File: config.mk
export PLATFORM = sky130hd
export DESIGN_NAME = p_vec_pack
export DESIGN_NICKNAME = d
export VERILOG_FILES = /design/src/rtl/p_vec_pack.sv
export SDC_FILE = /design/constraint.sdc
export NUM_CORES = 1
export LEC_CHECK = 0
export BUFFER_PORTS_ARGS = -buffer_cell sky130_fd_sc_hd__buf_2
export CORE_MARGIN = 1.5
export CORE_UTILIZATION = 45
export DETAILED_ROUTE_END_ITERATION = 16
export GPL_TIMING_DRIVEN = 0
export HOLD_SLACK_MARGIN = 0.15
export PLACE_DENSITY_LB_ADDON = 0.08
export SLEW_MARGIN = 20
export SYNTH_ARGS = -nofsm -noshare
export SYNTH_HDL_FRONTEND = slang
export SYNTH_SLANG_ARGS = --single-unit
File: constraint.sdc
create_clock -name clk -period 2.55 [get_ports clk]
set_input_delay 0.51 -clock clk [delete_from_list [all_inputs] [get_ports clk]]
set_output_delay 0.51 -clock clk [all_outputs]
set_load 0.1 [all_outputs]
File: src/rtl/p_vec_pack.sv
// Serial-to-vector packer: collects IN elements of CONF.prec bits and presents them as one vector.
// Optional early close on s_last when P_VEC_PACK_FLUSH_EN is defined.

package p_vec_pack_pkg;
    typedef struct packed {
        logic [7:0]  dtype;
        logic [15:0] prec;
    } dconf_t;

    localparam dconf_t DCONF_DEFAULT = '{dtype: 8'd0, prec: 16'd8};
endpackage

`ifndef DEF_DCONF
`define DEF_DCONF p_vec_pack_pkg::DCONF_DEFAULT
`endif

module p_vec_pack
    import p_vec_pack_pkg::*;
#(
    parameter int unsigned IN   = 5,
    parameter dconf_t      CONF = `DEF_DCONF
) (
    input  logic                               clk,
    input  logic                               reset,
    input  logic                               s_valid,
    output logic                               s_ready,
    input  logic [CONF.prec-1:0]               s_data,
`ifdef P_VEC_PACK_FLUSH_EN
    input  logic                               s_last,
`endif
    output logic                               m_valid,
    input  logic                               m_ready,
    output logic [IN-1:0][CONF.prec-1:0]       m_data,
    output logic [$clog2(IN+1)-1:0]            fill
);

    localparam int unsigned W  = 32'(CONF.prec);
    localparam int unsigned FW = $clog2(IN + 1);
    localparam logic [FW-1:0] IN_F   = FW'(IN);
    localparam logic [FW-1:0] LAST_F = FW'(IN - 1);

    typedef logic [IN-1:0][W-1:0] vec_t;

    vec_t            buf_q, buf_d;
    vec_t            m_data_q, m_data_d;
    vec_t            close_vec;
    logic [FW-1:0]   fill_q, fill_d;
    logic            m_valid_q, m_valid_d;
    logic            last_c;
    logic            accept;
    logic            close;
    logic            out_free;

`ifdef P_VEC_PACK_FLUSH_EN
    assign last_c = s_last;
`else
    assign last_c = 1'b0;
`endif

    assign s_ready  = (fill_q < IN_F);
    assign accept   = s_valid && s_ready;
    assign close    = accept && ((fill_q == LAST_F) || last_c);
    assign out_free = !m_valid_q || m_ready;

    // Vector formed by the element being accepted now; slots past it are zero (early close)
    always_comb begin
        close_vec = '0;
        for (int k = 0; k < int'(IN); k++) begin
            if (FW'(k) == fill_q) begin
                close_vec[k] = s_data;
            end else if (FW'(k) < fill_q) begin
                close_vec[k] = buf_q[k];
            end else begin
                close_vec[k] = '0;
            end
        end
    end

    // Next state: collect side and output register interact only at the load edge
    always_comb begin
        buf_d     = buf_q;
        fill_d    = fill_q;
        m_valid_d = m_valid_q;
        m_data_d  = m_data_q;

        if (m_valid_q && m_ready) begin
            m_valid_d = 1'b0;
        end

        if (fill_q == IN_F) begin
            if (out_free) begin
                m_data_d  = buf_q;
                m_valid_d = 1'b1;
                fill_d    = '0;
            end
        end else if (accept) begin
            if (close) begin
                if (out_free) begin
                    m_data_d  = close_vec;
                    m_valid_d = 1'b1;
                    fill_d    = '0;
                end else begin
                    // Park the closed vector (zero-padded if early) until the output frees up
                    buf_d  = close_vec;
                    fill_d = IN_F;
                end
            end else begin
                for (int k = 0; k < int'(IN); k++) begin
                    if (FW'(k) == fill_q) begin
                        buf_d[k] = s_data;
                    end
                end
                fill_d = fill_q + FW'(1);
            end
        end
    end

    always_ff @(posedge clk) begin
        if (reset) begin
            buf_q     <= '0;
            fill_q    <= '0;
            m_valid_q <= 1'b0;
            m_data_q  <= '0;
        end else begin
            buf_q     <= buf_d;
            fill_q    <= fill_d;
            m_valid_q <= m_valid_d;
            m_data_q  <= m_data_d;
        end
    end

    assign m_valid = m_valid_q;
    assign m_data  = m_data_q;
    assign fill    = fill_q;

endmodule
Yosys cells after proc, flatten, opt, wreduce, memory -nomap -nowiden:

Cells that the tools add are included.
Widths: inputs -> output; s select.

* register bits after elaboration: 84
* bits in latches: 0
* bits in writable memories: 0
* ROM bits: 0
* bits of input ports: 12
* output and inout port bits: 45
* logic and storage cells: 80
* memories kept: 0

* add/sub/neg operators: 1
* multipliers: 0
* div/mod/pow operators: 0
* $lt $le $gt $ge: 6
* equal/unequal tests: 8
* shift-type cells: 0
* multiplexer cells: 32
* bitwise gates (word level): 1
* reductions and logical operators: 20

Operators with widths (number)
* $mux 40: 7
* $mux 8: 15
* $reduce_and 4->1: 5
* $mux 3: 5
* $reduce_bool 2->1: 7
* $eq 2x3->1 const A: 2
* $eq 3x3->1 const B: 2
* $lt 1x3->1 const A: 2
* $lt 2x3->1 const A: 2
* $mux 1: 5
* $ne 2x2->1 const B: 2
* $add 3x1->3 const B: 1
* $eq 1x3->1 const A: 1
* $eq 3x3->1 const A: 1
* $logic_and 1x1->1: 3
* $logic_not 3->1: 1
* $lt 3x3->1 const A: 1
* $lt 3x3->1 const B: 1
* $reduce_and 3->1: 1
* $reduce_and 2->1: 1
* $logic_not 1->1: 1
* $logic_or 1x1->1: 1
* $not 1->1: 1

Depth between registers and ports, before layout:

* depth after elaboration: 7
* gate-level depth with buffers: 10
* gate-level depth less buffers: 6

Worst setup path before layout:

Ideal clock, no wire load.

* kind: register to register
* from: reg fill_q[0], in the netlist fill[0]
* to: reg buf_q[20] in the netlist's numbering
* setup time: 0.061 ns
* arrival: 3.320 ns
* data required time: 2.489 ns
* setup slack: -0.831 ns
* stages on the path, launching flop included: 6
* path buffers: 1
* clock period less this slack: 3.381 ns
* cells stage by stage: dfxtp_1 -> buf_2 -> o21ai_1 -> nand2_1 -> nor4b_4 -> a32o_1

* cells in the longest elaborated chain, start to end: 5
* elaborated cells on any way between the ends: 15
* those cells by class: order compare: 2; eq/ne: 4; mux: 4; bitwise: 1; reduce/logical: 4

RTL lines
* from (decl): line 47 `logic [FW-1:0] fill_q, fill_d;`
* from (signal assigned): line 126 `fill_q <= fill_d;`
* $lt 3x3->1 *: line 60 `assign s_ready = (fill_q < IN_F);`
* named net s_ready: line 26 `output logic s_ready,`
* $logic_and 1x1->1 *: line 61 `assign accept = s_valid && s_ready;`
* $logic_and 1x1->1: line 62 `assign close = accept && ((fill_q == LAST_F) || last_c);`
* $ne 2x2->1 (no source line) / $reduce_bool 2->1 (equally long branches)
* $reduce_and 4->1 (no source line)
* to (signal assigned): line 125 `buf_q <= buf_d;`
* to (decl): line 44 `vec_t buf_q, buf_d;`

Mark *: on every way through the listed nets, which the timed path passes. The rest lies on a longest branch. The select of a mux whose other input is x is not followed.
A chain may end at the register's enable or synchronous reset.

Worst setup path after layout:

* from: reg fill_q[0], in the netlist fill[0]
* to: reg buf_q[23] in the netlist's numbering

* cells in the longest elaborated chain, start to end: 5
* elaborated cells on any way between the ends: 15
* those cells by class: order compare: 2; eq/ne: 4; mux: 4; bitwise: 1; reduce/logical: 4

RTL lines
* $lt 2x3->1 / $lt 3x3->1 (equally long branches): line 71, 60
* $mux 8 / $logic_and 1x1->1 (equally long branches): line 71, 61
* $mux 8 / $logic_and 1x1->1 (equally long branches): line 69, 62
* $mux 40 (tied with other cells): line 98 `if (out_free) begin`
* $mux 40 / $reduce_and 4->1 (equally long branches)

Several ways; a longest one is shown, not always the timed one. The select of a mux whose other input is x is not followed.

==> reports/results.txt <==
Die Y = 98.3 microns
Worst Path Max Fanout = 10
Clk network pwr share = 33.1%
num rows = 34
CP Launch Type = register
top cell type's share of synthesized area = 41.2%
share of layout cells above drive strength 1 = 21.3%
Synth Flop Type = dfxtp_1
number of diodes = 0
drt wl/cell = 18.8 microns
Final Max Tran Viols = 0
synth cell count leaders = dfxtp_1 (84), a21oi_1 (59), a211oi_1 (38)
Slew HR = 37.7%
Root Buffer = clkbuf_8
Max stage delay on crit path = 0.36 ns
routed via count = 3726
Post-Syn Area = 4080 sq um
Synth Area in Compound Gates = 34.2%
Port Buffers = 47
Yosys cell types = 47
Synth Area in Simple Gates = 12.0%
sw power = 0.786 mW
initial antenna violation count = 0
Die W = 98.3 microns
Clock Skew = 0.0118 ns
xor/xnor cell area share of the yosys netlist = 0%
Int Pwr = 1.82 mW
first-pass GRT wire length = 18500 microns
final worst-path cycle share = 95.6%
CP top delay family = buffers and inverters
Sequential Power Share = 52.2%
area of the multi-input gates = 2150 sq um
overall die area = 9660 sq um
Yosys reg bits = 84
Mapped Cells = 448
DRC Markers = 0
Post-Route WL = 11600 microns
unrepaired setup endpoints after global routing = no
min-delay worst type = register to register
Adder-Cell Fraction of Synth Area = 1.23%
FFs w/ async S/R, synth = 0%
CTS buffer count = 9
Pleak = 1.84 nW
Area Growth Syn to Fin = 14.8%
nets = 524
DR iter-0 viols = 174
gr usage total = 23.9%
sequential area share after synthesis = 41.2%
Net Sw Frac = 30.2%
CTS sink cnt = 84
cell taking the most area after synthesis = dfxtp_1
utilization after layout = 53.5%
hold_buf cts = 0
clock buffer depth = 2
worst-path cell with the longest stage delay = dfxtp_4
critical setup path kind = register to register
proportion of power drawn by combinational gates = 14.7%
Fin. Hold Viols = 0
global route overflow = 0
most frequent cell after synthesis = dfxtp_1
syn avg cell area = 9.12 sq um
Syn. warnings = 0
power per cell area = 556 nW/um^2
register area = 1690 sq um
Tmin final = 2.44 ns
max frequency = 410 MHz
core box area = 8760 sq um
fillers = 859
Routed Antenna Nets = 0
Initial Util = 46.6%
Worst Path Arrival = 2.68 ns
final setup fails = 0
RePlAce Congestion = 0.899
CTS H-Tree Depth = 3
worst-margin pin slew = 0.927 ns
CTS tree = yes
setup TNS = 0 ns
drt pass-1 iters = 4
Skew-Pair Late Insertion Delay = 0.36 ns
WP buf/inv = 5
multiplexer share of the synthesized area = 4.17%
worst-path cell chain = buf_2 -> buf_4 -> inv_1 -> ha_1 -> nor2b_1 -> buf_2 -> a21o_1 -> nor4b_4 -> buf_4 -> a32o_1
syn_nets = 464
Post-synth EDFFs = 0
largest family of logic cells by synthesized area = compound AO/OA/AOI/OAI gates
drt via density = 6.02
Crit path required time = 2.80 ns
synth top area cells = dfxtp_1 (41%), a21oi_1 (7.2%), a211oi_1 (7.0%)
status = complete, no violations
clock slew at reported path FFs = 0.08 ns
vias in the first global route = 3546
CP Capture Type = register
pin count of the biggest net entering global routing = 14
DP HPWL = 8120 microns
Max Cap Viol = 0
final hold slack = 0.460 ns
Top-Level Pins = 57
VDD IR max = 0.224 mV
-- final cells by class --
cell class,count,area share [%]
repair buffers,50,5.50
well taps,108,2.88
plain buffers,52,6.06
multi-input cells,308,45.8
flip-flops and latches,84,36.0
inverters,3,0.240
clock inverters,4,0.560
clock buffers,10,2.93
-- tightest hold or removal path: stages, from the launching register on --
cell and delay (ns):
dfxtp_1 0.32, nand2_1 0.05, a21oi_1 0.05
-- cell families after synthesis --
| logic type | count (synthesis) |
|---|---|
| adders and majority gates | 4 |
| muxes | 17 |
| and+or+nand+nor | 88 |
| AOI/OAI and AO/OA | 199 |
| DFF | 84 |
| buffers and inverters | 56 |
-- placed cells by master, fill, tap and decap left out, types with 3 or more instances in the layout --
| cell | count |
|---|---|
| a211o_1 | 16 |
| a211oi_1 | 38 |
| a21oi_1 | 59 |
| a221o_1 | 9 |
| a22oi_1 | 24 |
| a31oi_1 | 8 |
| a32o_1 | 8 |
| buf_2 | 62 |
| buf_4 | 4 |
| buf_6 | 7 |
| clkbuf_1 | 24 |
| clkbuf_8 | 10 |
| dfxtp_1 | 82 |
| ha_1 | 4 |
| inv_1 | 3 |
| mux2i_1 | 17 |
| nand2_1 | 31 |
| nand2b_1 | 18 |
| nor2_1 | 19 |
| nor2b_1 | 5 |
| o21a_1 | 8 |
| o21ai_0 | 16 |
-- stage by stage --
stage                     worst slack [ns]  std cells  power, mW  cell area, sq um
after floorplan                     0.0834        448       1.67              4100
after global placement             -0.0814        603       1.76              4470
after detailed placement            -0.108        603       1.76              4470
after CTS                           0.0395        616       2.61              4640
after global routing                0.0101        619       2.69              4690
final                                0.112        619       2.61              4690
-- power by group through the flow --
stage          sequential [mW]  combinational, mW  clock (mW)
6_report                  1.36              0.384       0.863
5_1_grt                   1.36              0.410       0.916
4_1_cts                   1.36              0.375       0.872
3_5_place_dp              1.39              0.374           0
3_3_place_gp              1.39              0.373           0
2_1_floorplan             1.46              0.217           0
-- per-layer routing --
metal | vias to the layer above | wire length [microns] | track usage, %
li1 | 1789 | - | -
met1 | 1805 | 5620 | 34.2
met2 | 118 | 5210 | 36.6
met3 | 14 | 638 | 4.72
met4 | 0 | 168 | 6.93
met5 | - | 0 | 0
-- registers in the layout (all words and copies together), names as in the netlist --
signal and flops:
buf_q 40, m_data 40, fill 3, m_valid 1
-- final timing paths --
kind / depth (start not counted) / slack (ns) / startpoint / endpoint
worst max-delay path: 10 / 0.11 / fill[0]$_SDFFE_PP0P_ / buf_q[23]$_SDFFE_PP0P_
worst min-delay path: 2 / 0.46 / buf_q[26]$_SDFFE_PP0P_ / buf_q[26]$_SDFFE_PP0P_
worst max register to register: 10 / 0.11 / fill[0]$_SDFFE_PP0P_ / buf_q[23]$_SDFFE_PP0P_
worst min register to register: 2 / 0.46 / buf_q[26]$_SDFFE_PP0P_ / buf_q[26]$_SDFFE_PP0P_
-- repair_timing --
action | in CTS | in global routing
setup buffers | 0 | 3
resized for setup | 2 | 8
setup endpoints to repair | 46 | 63
gates cloned | 0 | 0
Note: power is estimated with default switching activity, not from simulation.
